<file path="src/rtl/seq_divider_pkg.sv">
`default_nettype none
// ============================================================================
//  Module      : seq_divider_pkg
//  Description : Shared types and constants for the sequential divider:
//                FSM state encoding, default operand width and a helper
//                that sizes the iteration counter.
//  Revision    : 1.0 - initial release
// ============================================================================
package seq_divider_pkg;

    // Default operand/result width
    localparam int DIV_WIDTH = 32;

    // Divider control states
    typedef enum logic [1:0] {
        IDLE = 2'd0,
        BUSY = 2'd1,
        DONE = 2'd2
    } state_e;

    // The counter must hold the value WIDTH itself, hence the extra bit
    function automatic int cnt_width(input int width);
        return $clog2(width) + 1;
    endfunction

endpackage : seq_divider_pkg
`default_nettype wire

</file>
<file path="src/rtl/seq_divider_if.sv">
`default_nettype none
// ============================================================================
//  Module      : seq_divider_if
//  Description : Operand / result handshake bundle of the sequential
//                divider. The master side issues operands and consumes
//                results; the slave side is the divider itself.
//  Revision    : 1.0 - initial release
// ============================================================================
interface seq_divider_if
    import seq_divider_pkg::*;
#(
    parameter int WIDTH = DIV_WIDTH
);
    logic             in_valid;
    logic             in_ready;
    logic [WIDTH-1:0] dividend;
    logic [WIDTH-1:0] divisor;
    logic             out_valid;
    logic             out_ready;
    logic [WIDTH-1:0] quotient;
    logic [WIDTH-1:0] remainder;
    logic             div_by_zero;

    modport master (
        output in_valid,
        output dividend,
        output divisor,
        output out_ready,
        input  in_ready,
        input  out_valid,
        input  quotient,
        input  remainder,
        input  div_by_zero
    );

    modport slave (
        input  in_valid,
        input  dividend,
        input  divisor,
        input  out_ready,
        output in_ready,
        output out_valid,
        output quotient,
        output remainder,
        output div_by_zero
    );

endinterface : seq_divider_if
`default_nettype wire

</file>
<file path="src/rtl/seq_divider_div_step.sv">
`default_nettype none
// ============================================================================
//  Module      : div_step
//  Description : One restoring-division iteration. Shifts the next dividend
//                bit into the partial remainder, performs a WIDTH+1-bit trial
//                subtraction of the divisor and either keeps the difference
//                (quotient bit 1) or restores the shifted value (bit 0).
//  Revision    : 1.0 - initial release
// ============================================================================
module div_step #(
    parameter int WIDTH = 32
) (
    input  wire logic [WIDTH-1:0] i_rem,
    input  wire logic             i_dq_msb,
    input  wire logic [WIDTH-1:0] i_divisor,
    output logic      [WIDTH-1:0] o_rem,
    output logic                  o_q_bit
);

    // The partial remainder is always below the divisor, but it may still
    // have its MSB set, so the shifted value genuinely needs WIDTH+1 bits.
    logic [WIDTH:0] w_shifted;
    logic [WIDTH:0] w_trial;

    // Trial subtraction; the top bit of the difference is the borrow
    always_comb begin
        w_shifted = {i_rem, i_dq_msb};
        w_trial   = w_shifted - {1'b0, i_divisor};
        o_q_bit   = ~w_trial[WIDTH];
        // Either result fits in WIDTH bits: a kept difference is below the
        // divisor, a restored value was below the divisor as well.
        if (w_trial[WIDTH]) begin
            o_rem = w_shifted[WIDTH-1:0];
        end else begin
            o_rem = w_trial[WIDTH-1:0];
        end
    end

endmodule : div_step
`default_nettype wire

</file>
<file path="src/rtl/seq_divider.sv">
`default_nettype none
// ============================================================================
//  Module      : seq_divider
//  Description : Iterative unsigned radix-2 restoring divider. Accepts a
//                dividend/divisor pair through a valid/ready handshake,
//                runs WIDTH trial-subtraction iterations and presents the
//                quotient and remainder through a second valid/ready
//                handshake. One operation in flight at a time.
//                Optional macro SEQ_DIVIDER_ZERO_CHECK_EN: detect a zero
//                divisor on accept, skip the iterations and flag
//                div_by_zero. Without it div_by_zero is tied low and a zero
//                divisor runs the normal iterations (same result values).
//  Revision    : 1.0 - initial release
// ============================================================================
module seq_divider
    import seq_divider_pkg::*;
#(
    parameter int WIDTH = DIV_WIDTH
) (
    input  wire logic     clk,
    input  wire logic     rst,
    seq_divider_if.slave  bus
);

    localparam int CW = cnt_width(WIDTH);

    state_e           state_q,     state_d;
    logic [CW-1:0]    cnt_q,       cnt_d;
    logic [WIDTH-1:0] dq_q,        dq_d;       // dividend in, quotient out
    logic [WIDTH-1:0] rem_q,       rem_d;      // partial remainder
    logic [WIDTH-1:0] dvs_q,       dvs_d;      // latched divisor
    logic [WIDTH-1:0] quo_q,       quo_d;      // presented quotient
    logic [WIDTH-1:0] rmd_q,       rmd_d;      // presented remainder
    logic             in_ready_q,  in_ready_d;
    logic             out_valid_q, out_valid_d;
`ifdef SEQ_DIVIDER_ZERO_CHECK_EN
    logic             dbz_q,       dbz_d;
`endif

    logic [WIDTH-1:0] w_rem_next;
    logic             w_q_bit;
    logic [WIDTH-1:0] w_dq_next;

    div_step #(
        .WIDTH     (WIDTH)
    ) u_div_step (
        .i_rem     (rem_q),
        .i_dq_msb  (dq_q[WIDTH-1]),
        .i_divisor (dvs_q),
        .o_rem     (w_rem_next),
        .o_q_bit   (w_q_bit)
    );

    assign w_dq_next = {dq_q[WIDTH-2:0], w_q_bit};

    // Next-state, datapath and registered-output computation
    always_comb begin
        state_d = state_q;
        cnt_d   = cnt_q;
        dq_d    = dq_q;
        rem_d   = rem_q;
        dvs_d   = dvs_q;
        quo_d   = quo_q;
        rmd_d   = rmd_q;
`ifdef SEQ_DIVIDER_ZERO_CHECK_EN
        dbz_d   = dbz_q;
`endif

        case (state_q)
            IDLE: begin
                if (bus.in_valid) begin
                    dq_d  = bus.dividend;
                    dvs_d = bus.divisor;
                    rem_d = '0;
                    cnt_d = CW'(WIDTH);
`ifdef SEQ_DIVIDER_ZERO_CHECK_EN
                    // Zero divisor: the iterations would yield all ones and
                    // the dividend anyway, so publish that directly.
                    if (bus.divisor == '0) begin
                        state_d = DONE;
                        quo_d   = '1;
                        rmd_d   = bus.dividend;
                        dbz_d   = 1'b1;
                    end else begin
                        state_d = BUSY;
                    end
`else
                    state_d = BUSY;
`endif
                end
            end

            BUSY: begin
                rem_d = w_rem_next;
                dq_d  = w_dq_next;
                if (cnt_q != '0) begin
                    cnt_d = cnt_q - CW'(1);
                end
                // Final iteration: results are copied into the output
                // registers only now, so no partial value is ever visible.
                if (cnt_q == CW'(1)) begin
                    state_d = DONE;
                    quo_d   = w_dq_next;
                    rmd_d   = w_rem_next;
                end
            end

            DONE: begin
                if (bus.out_ready) begin
                    state_d = IDLE;
`ifdef SEQ_DIVIDER_ZERO_CHECK_EN
                    dbz_d   = 1'b0;
`endif
                end
            end

            default: begin
                state_d = IDLE;
            end
        endcase

        in_ready_d  = (state_d == IDLE);
        out_valid_d = (state_d == DONE);
    end

    // State and datapath registers with asynchronous reset
    always_ff @(posedge clk or posedge rst) begin
        if (rst) begin
            state_q     <= IDLE;
            cnt_q       <= '0;
            dq_q        <= '0;
            rem_q       <= '0;
            dvs_q       <= '0;
            quo_q       <= '0;
            rmd_q       <= '0;
            in_ready_q  <= 1'b1;
            out_valid_q <= 1'b0;
`ifdef SEQ_DIVIDER_ZERO_CHECK_EN
            dbz_q       <= 1'b0;
`endif
        end else begin
            state_q     <= state_d;
            cnt_q       <= cnt_d;
            dq_q        <= dq_d;
            rem_q       <= rem_d;
            dvs_q       <= dvs_d;
            quo_q       <= quo_d;
            rmd_q       <= rmd_d;
            in_ready_q  <= in_ready_d;
            out_valid_q <= out_valid_d;
`ifdef SEQ_DIVIDER_ZERO_CHECK_EN
            dbz_q       <= dbz_d;
`endif
        end
    end

    assign bus.in_ready    = in_ready_q;
    assign bus.out_valid   = out_valid_q;
    assign bus.quotient    = quo_q;
    assign bus.remainder   = rmd_q;
`ifdef SEQ_DIVIDER_ZERO_CHECK_EN
    assign bus.div_by_zero = dbz_q;
`else
    assign bus.div_by_zero = 1'b0;
`endif

endmodule : seq_divider
`default_nettype wire
</file>
<file path="src/flat_wrapper.sv">
// flat-port wrapper written by rule: the top's interface ports become plain ports
module seq_divider_flat import seq_divider_pkg::*;
#(
    parameter int WIDTH = DIV_WIDTH
)
  (clk, rst, bus_in_valid, bus_dividend, bus_divisor, bus_out_ready, bus_in_ready, bus_out_valid, bus_quotient, bus_remainder, bus_div_by_zero);
  seq_divider_if #(.WIDTH(WIDTH)) bus_i ();
  input  wire logic clk;
  input  wire logic rst;
  input wire logic [$bits(bus_i.in_valid)-1:0] bus_in_valid;
  input wire logic [$bits(bus_i.dividend)-1:0] bus_dividend;
  input wire logic [$bits(bus_i.divisor)-1:0] bus_divisor;
  input wire logic [$bits(bus_i.out_ready)-1:0] bus_out_ready;
  output wire logic [$bits(bus_i.in_ready)-1:0] bus_in_ready;
  output wire logic [$bits(bus_i.out_valid)-1:0] bus_out_valid;
  output wire logic [$bits(bus_i.quotient)-1:0] bus_quotient;
  output wire logic [$bits(bus_i.remainder)-1:0] bus_remainder;
  output wire logic [$bits(bus_i.div_by_zero)-1:0] bus_div_by_zero;
  assign bus_i.in_valid = bus_in_valid;
  assign bus_i.dividend = bus_dividend;
  assign bus_i.divisor = bus_divisor;
  assign bus_i.out_ready = bus_out_ready;
  assign bus_in_ready = bus_i.in_ready;
  assign bus_out_valid = bus_i.out_valid;
  assign bus_quotient = bus_i.quotient;
  assign bus_remainder = bus_i.remainder;
  assign bus_div_by_zero = bus_i.div_by_zero;
  seq_divider #(.WIDTH(WIDTH)) u_core (.clk(clk), .rst(rst), .bus(bus_i));
endmodule
</file>
<file path="config.mk">
export PLATFORM = sky130hd
export DESIGN_NAME = seq_divider_flat
export DESIGN_NICKNAME = d
export VERILOG_FILES = /design/src/rtl/seq_divider_pkg.sv /design/src/rtl/seq_divider_if.sv /design/src/rtl/seq_divider_div_step.sv /design/src/rtl/seq_divider.sv /design/src/flat_wrapper.sv
export SDC_FILE = /design/constraint.sdc
export NUM_CORES = 1
export LEC_CHECK = 0
export CORE_UTILIZATION = 54
export DETAILED_ROUTE_END_ITERATION = 6
export PLACE_DENSITY_LB_ADDON = 0.05
export SYNTH_ARGS = -nofsm -noshare
export SYNTH_HDL_FRONTEND = slang
export SYNTH_SLANG_ARGS = --single-unit
</file>
<file path="constraint.sdc">
create_clock -name clk -period 7.65 [get_ports clk]
set_clock_uncertainty 0.15 [all_clocks]
set_input_delay 1.1475 -clock clk [delete_from_list [all_inputs] [get_ports clk]]
set_output_delay 1.1475 -clock clk [all_outputs]
set_load 0.01 [all_outputs]
</file>
==> impl_results.md, run 1 <==
* Detailed Place HPWL at 13.0 mm
* Yosys warning total at 0
* Worst Hold Class: reg2reg
* Area Growth Syn to Fin at 23.9%
* Max-Slew Margin vs Limit at 25.8%
* Syn nets at 1,048
* Std-Cell Rows at 45
* # IOs at 135
* Critical path data required time at 7.82 ns
* CTS Hold Bufs at 0
* Post-CTS setup buffers at 0
* Syn Area/Cell at between 9 and 10 um^2
* R2R setup slack at 3.21 ns
* Commonest non-fill, non-tap cells in the layout: nand2_1 (219), dfrtp_1 (169), clkdlybuf4s50_1 (133), o21ai_0 (89), o21ai_1 (54)
* Register area share after synthesis at about 49%
* First-pass GRT wire length at 34.0 mm
* Final Critical Period at 4.44 ns
* Clk pin slew, worst setup/hold paths at approximately 0.06 ns
* Yosys top cell by area: dfrtp_1
* Mapped Cells at ~950
* Wire per inst at 15.8 um
* DRT Pass-1 Iters at 5
* Ys async rst share at between 90% and 100%
* Max stage delay cell, worst path: xnor2_4
* Main area contributors after synthesis: dfrtp_1 (49%), nand2_1 (9.5%), o21ai_0 (5.2%)
* Distinct cells, synth at 59
* IO buf count at 133
* Pin count of the biggest net entering global routing at around 110
* CTS Buffer Depth at 2
* CP Capture Type: register
* Post-synth EDFFs at 0
* Initial core utilization at 56.1%
* Most common cell after layout, fill and taps aside: nand2_1
* Cts bufs inserted at 17
* Slew @ Worst Pin at about 1.1 ns
* Hold Crit Start: u_core.bus.quotient[26]
* Vias in the first global route at 6,872
* Leakage at between 4 and 5 nW
* Initial antenna violation count at 0
* DR DRC count at 0
* Share of cells above drive strength 1 at 5.16%
* Post-CTS Resized at 0
* Die Span Y at around 130 um
* FF-to-FF Start: u_core.dq_q[31]
* Non-filler cells, final at ~1,300
* Number of DRC markers in iteration 0 at just over 500
* Final nets at 1,157
* RSZ-0062 raised after global routing: no
* Synth Register Bits at 170
* H-tree levels at 4
* Tot GR Track Use at 26.0%
* Root Driver: clkbuf_16
* Worst hold slack at approximately 0.32 ns
* Dpl ws at 3.21 ns
* Routed Antenna Nets at 0
* Status: completed
* Avg Vias per Cell at 5.48
* Fmax at 225 MHz
* Cell breakdown of the critical path: inv_1, ha_1, inv_1, fa_1, a211o_1, a211o_1, a211oi_2, o21ai_2, a41oi_2, a21oi_2, xnor2_4, buf_4, mux2_2, o21ai_0
* # diodes at 0
* Hold EP: u_core.bus.quotient[26]
* Worst Setup Path Type: reg2reg
* Setup TNS Final at 0 ns
* Worst path max stage delay at ~0.53 ns
* Hold path depth at 2
* CTS tree: yes
* Clock Sinks at 170
* Die Width at 129 um
* Final Hold Vio Count at 0
* Max-cap violation count at 0
* Max Slew Vio Count at 0
* Startpoint Class: register
* Die area at 16,500 um^2
* Placer's final routability congestion estimate at 0.845
* Final Setup Violations at 0
* Ys flop type: dfrtp_1
* Inst Count DP at 1,246
* Period utilization at roughly 58%
* Top cell type's share of synthesized area at 48.9%
* Vias at around 7,000
* Post-synthesis cell area at approximately 8600 um^2
* Utilization after layout at 69.5%
* Largest vdd supply drop at 0.347 mV
* Crit path max fanout at 26
* PnR worst setup slack at ~3.2 ns
* WP data arrival at 4.61 ns
* Core Region at 15,400 um^2
* P per Cell Area at approximately 540 nW/um^2
* GRT overflow at 0
* Reg2reg end: u_core.bus.remainder[0]
* Final WL at 20.1 mm
* Worst-skew pair later-pin latency at 0.43 ns
* Cell count of the worst reg-to-reg path at 14
==> worst max path at each step <==
stage               cells after the start                       to  slack (ns)            start
global placement                       14  u_core.bus.remainder[0]        3.35  u_core.dq_q[31]
global route                           14  u_core.bus.remainder[0]        2.92  u_core.dq_q[31]
CTS                                    14  u_core.bus.remainder[0]        3.18  u_core.dq_q[31]
floorplan                               1     u_core.bus.out_valid        1.75              rst
finish                                 14  u_core.bus.remainder[0]        3.21  u_core.dq_q[31]
detailed placement                     14  u_core.bus.remainder[0]        3.21  u_core.dq_q[31]
==> final cells by class <==
type | count | area [um^2]
Clock buffer | 22 | 484
Clock inverter | 9 | 114
Fill cell | 1274 | 4710
Inverter | 41 | 159
Multi-Input combinational cell | 682 | 4040
Sequential cell | 170 | 4260
Tap cell | 211 | 264
Timing Repair Buffer | 142 | 1400
==> per-layer routing <==
| layer | wire, um | global-route usage, % | part of all wire (%) | up-vias |
|---|---|---|---|---|
| met5 | 0 | 0 | 0 | - |
| li1 | - | - | - | 3458 |
| met3 | 883 | 4.91 | 4.4 | 17 |
| met2 | 9130 | 40.1 | 45 | 170 |
| met1 | 9890 | 37.8 | 49 | 3348 |
| met4 | 237 | 7.06 | 1.2 | 0 |
==> cell families after synthesis <==
| group | after synthesis | synth area share (%) |
|---|---|---|
| xor+xnor | 31 | 3.36 |
| compound gates | 285 | 19.5 |
| other cells | 1 | 0.0434 |
| simple gates | 296 | 14.4 |
| mux | 34 | 3.96 |
| flops | 170 | 49.2 |
| buf+inv | 93 | 4.37 |
| fa+ha+maj | 35 | 5.15 |
==> state kept, by name, indices dropped and copies added, names as in the netlist <==
signal                count
u_core.bus.remainder     32
u_core.bus.in_ready       1
u_core.rem_q             32
u_core.bus.quotient      32
u_core.dvs_q             32
u_core.dq_q              32
u_core.cnt_q              6
u_core.bus.out_valid      1
u_core.state_q            2
==> critical path, delay by kind of cell (launching register included) <==
kind                     cells  cell delay, ns
AO/OA/AOI/OAI                7            1.60
flip-flops                   1            0.38
XOR/XNOR                     1            0.53
multiplexers                 1            0.40
buffers and inverters        3            0.66
adder cells (fa/ha/maj)      2            0.60
==> synth_stat cells, drive strengths merged, types with 2 or more instances <==
| library cell | number |
|---|---|
| inv | 41 |
| ha | 34 |
| a21o | 11 |
| and3 | 6 |
| xnor2 | 18 |
| a211oi | 3 |
| o2111ai | 2 |
| nor2 | 22 |
| mux2i | 32 |
| o211ai | 3 |
| a211o | 2 |
| dfrtp | 169 |
| o22ai | 2 |
| nor2b | 20 |
| mux2 | 2 |
| o21a | 8 |
| xor2 | 13 |
| a21oi | 51 |
| a32oi | 4 |
| o21ai | 144 |
| clkbuf | 42 |
| buf | 10 |
| nand3 | 6 |
| nand2b | 5 |
| o31ai | 6 |
| a21boi | 3 |
| and2 | 5 |
| nor3 | 3 |
| a22oi | 28 |
| nor4 | 2 |
| nand2 | 220 |
| a31oi | 5 |
| o21bai | 5 |
==> stage by stage <==
step                total power, mW  instance area, um^2
floorplan                      4.06                 8650
global placement               4.82                10100
detailed placement             4.89                10100
CTS                            5.78                10700
global route                   6.27                10700
finish                         5.78                10700
==> power breakdown <==
part	internal, mW	total [mW]	switching, mW
Clock	0.516	0.869	0.353
Combinational	1.47	3.33	1.86
Sequential	1.33	1.58	0.257
Power figures use the tool's default switching activity.
==> inputs of run 2 (changes only) <==
==> constraint.sdc (replaced) <==
create_clock -name clk -period 4.21 [get_ports clk]
set_clock_uncertainty 0.15 [all_clocks]
set_input_delay 0.6315 -clock clk [delete_from_list [all_inputs] [get_ports clk]]
set_output_delay 0.6315 -clock clk [all_outputs]
set_load 0.01 [all_outputs]
==> run 2 against run 1 <==
Against the previous run:
- critical endpoint unchanged
- global-route usage increased by 0.27 points
- register-to-register slack got worse by 2.8 ns
- setup slack got worse by 2.8 ns
- largest power group unchanged
==> impl_results.md, run 2 (same netlist as run 1, synthesis figures left out) <==
* Period utilization at 89.5% (was 58.0%)
* Startpoint Class: register (unchanged)
* IO buf count at 133 (unchanged)
* Fmax at 265 MHz (was 225 MHz)
* Tot Pwr at 10.6 mW (was 5.78 mW)
* Die Span Y at 129 um (unchanged)
* CTS Hold Bufs at 0 (unchanged)
* Initial core utilization at 56.1% (unchanged)
* # IOs at 135 (unchanged)
* Crit path max fanout at 33 (was 26)
* H-tree levels at 4 (unchanged)
* Detailed Place HPWL at 13.9 mm (was 13.0 mm)
* Final WL at 20.4 mm (was 20.1 mm)
* Commonest non-fill, non-tap cells in the layout: nand2_1 (219), dfrtp_1 (169), clkdlybuf4s50_1 (133), o21ai_0 (89), o21ai_1 (54) (unchanged)
* Worst-skew pair later-pin latency at 0.43 ns (about the same)
* Final Critical Period at 3.77 ns (was 4.44 ns)
* CP endpoint: u_core.bus.remainder[0] (unchanged)
* Status: completed (unchanged)
* GRT overflow at 0 (unchanged)
* Std-Cell Rows at 45 (unchanged)
* Routed Antenna Nets at 0 (unchanged)
* Clock Sinks at 170 (unchanged)
* Max Slew Vio Count at 0 (unchanged)
* Avg Vias per Cell at 5.50 (was 5.48)
* Cell count of the worst reg-to-reg path at 14 (unchanged)
* Leakage at 4.91 nW (was 4.85 nW)
* Final Hold Vio Count at 0 (unchanged)
* Core Region at 15,400 um^2 (unchanged)
* Worst Setup Path Type: reg2reg (unchanged)
* Cts bufs inserted at 17 (unchanged)
* Most common cell after layout, fill and taps aside: nand2_1 (unchanged)
* Number of DRC markers in iteration 0 at 501 (was 503)
* Setup TNS Final at 0 ns (unchanged)
* Area Growth Syn to Fin at 25.2% (was 23.9%)
* Initial antenna violation count at 0 (unchanged)
* Largest vdd supply drop at 0.762 mV (was 0.347 mV)
* DRT Pass-1 Iters at 5 (unchanged)
* Top delay family on crit path: compound AO/OA/AOI/OAI gates (unchanged)
* RSZ-0062 raised after global routing: no (unchanged)
* Vias in the first global route at 6,846 (was 6,872)
* Share of cells above drive strength 1 at 6.05% (was 5.16%)
* Non-filler cells, final at 1,286 (was 1,277)
* Final nets at 1,165 (was 1,157)
* Worst hold slack at 0.327 ns (was 0.319 ns)
* FF-to-FF Start: u_core.dq_q[31] (unchanged)
* Clk pin slew, worst setup/hold paths at 0.07 ns (was 0.06 ns)
* Worst path max stage delay at 0.42 ns (was 0.53 ns)
* Slew @ Worst Pin at 1.04 ns (was 1.11 ns)
* Max stage delay cell, worst path: fa_1 (was xnor2_4)
* Cell breakdown of the critical path: inv_1, ha_1, inv_1, fa_1, a211o_1, a211o_1, a211oi_2, o21ai_2, a41oi_2, a21oi_2, xnor2_4, buf_12, mux2_2, o21ai_0 (was inv_1, ha_1, inv_1, fa_1, a211o_1, a211o_1, a211oi_2, o21ai_2, a41oi_2, a21oi_2, xnor2_4, buf_4, mux2_2, o21ai_0)
* Vias at 7,068 (was 6,993)
* Critical path data required time at 4.39 ns (was 7.82 ns)
* Inst Count DP at 1,254 (was 1,246)
* Worst Hold Class: reg2reg (unchanged)
* Post-CTS Resized at 0 (unchanged)
* PnR worst setup slack at 0.442 ns (was 3.21 ns)
* Dpl ws at 0.462 ns (was 3.21 ns)
* WP data arrival at 3.95 ns (was 4.61 ns)
* Pin count of the biggest net entering global routing at 98 (was 113)
* Die area at 16,500 um^2 (unchanged)
* Placer's final routability congestion estimate at 0.857 (was 0.845)
* Max-cap violation count at 0 (unchanged)
* Worst setup path start: u_core.dq_q[31] (unchanged)
* # diodes at 0 (unchanged)
* CTS Buffer Depth at 2 (unchanged)
* Max-Slew Margin vs Limit at 30.6% (was 25.8%)
* Post-CTS setup buffers at 0 (unchanged)
* Worst path bufs/invs at 3 (unchanged)
* Tot GR Track Use at 26.3% (was 26.0%)
* R2R setup slack at 0.44 ns (was 3.21 ns)
* Die Width at 129 um (unchanged)
* DR DRC count at 0 (unchanged)
* First-pass GRT wire length at 34.0 mm (about the same)
* Final Setup Violations at 0 (unchanged)
* CP Capture Type: register (unchanged)
* Levels on crit path at 14 (unchanged)
* Wire per inst at 15.9 um (was 15.8 um)
* CTS tree: yes (unchanged)
* Root Driver: clkbuf_16 (unchanged)
* P per Cell Area at 980 nW/um^2 (was 539 nW/um^2)
* Reg2reg end: u_core.bus.remainder[0] (unchanged)
run 2: cell count changes in the layout (fill, tap and decap cells not counted), moves of 2 or more:
cell and delta:
buf_4 +5, clkbuf_8 -4, buf_12 +3, inv_6 +3
clkinv_4 +2, inv_8 +2
run 2: final cells by class:
cell class                 count  area [um^2]
clock inverter                15          185
fill                        1305         4600
sequential                   170         4260
clock buffer                  17          425
timing repair buffer         150         1500
inverter                      41          158
multi-input combinational    682         4040
tap                          211          264
run 2: worst min-delay path by stage:
stage,startpoint,endpoint,slack (ns),cells after the start
5_1_grt,u_core.bus.quotient[17],u_core.bus.quotient[17],0.35,2
2_1_floorplan,u_core.dq_q[28],u_core.bus.quotient[29],0.31,2
6_report,u_core.bus.quotient[21],u_core.bus.quotient[21],0.33,2
3_5_place_dp,u_core.bus.quotient[1],u_core.bus.quotient[1],0.31,2
4_1_cts,u_core.bus.quotient[2],u_core.bus.quotient[2],0.33,2
3_3_place_gp,u_core.bus.quotient[24],u_core.bus.quotient[24],0.31,2
run 2: where the power goes:
| part | internal [mW] | leakage, nW | switching [mW] |
|---|---|---|---|
| sequential | 2.41 | 2.14 | 0.499 |
| combinational | 2.75 | 2.47 | 3.33 |
| clock | 0.900 | 0.296 | 0.717 |
| total | 6.06 | 4.91 | 4.55 |
run 2: through the flow:
| step | utilization, % | instance area (um^2) |
|---|---|---|
| after global routing | 70.2 | 10800 |
| final | 70.2 | 10800 |
| after floorplan | - | 8650 |
| after global placement | 66.2 | 10200 |
| after detailed placement | 66.2 | 10200 |
| after CTS | 70.2 | 10800 |
run 2: per-layer routing:
layer  up-vias  wire, um  track usage, %
met5         -         0               0
met4         0       293            7.75
met3        27      1060            5.65
met2       197      9200            40.3
met1      3359      9840            37.7
li1       3485         -               -
run 2: worst reg2reg max path: stages (launching register included):
cell and delay [ns]:
dfrtp_1 0.39, inv_1 0.10, ha_1 0.18, inv_1 0.06, fa_1 0.42, a211o_1 0.30
a211o_1 0.34, a211oi_2 0.24, o21ai_2 0.12, a41oi_2 0.27, a21oi_2 0.13, xnor2_4 0.19
buf_12 0.25, mux2_2 0.39, o21ai_0 0.15
==> inputs of run 3 (changes only) <==
--- a/config.mk
+++ b/config.mk
@@ -8,6 +8,7 @@
 export CORE_UTILIZATION = 54
 export DETAILED_ROUTE_END_ITERATION = 6
 export PLACE_DENSITY_LB_ADDON = 0.05
+export SKIP_LAST_GASP = 1
 export SYNTH_ARGS = -nofsm -noshare
 export SYNTH_HDL_FRONTEND = slang
 export SYNTH_SLANG_ARGS = --single-unit
==> results of run 3 <==
Same layout as run 2: the final DEF is identical, and so are final timing and power.
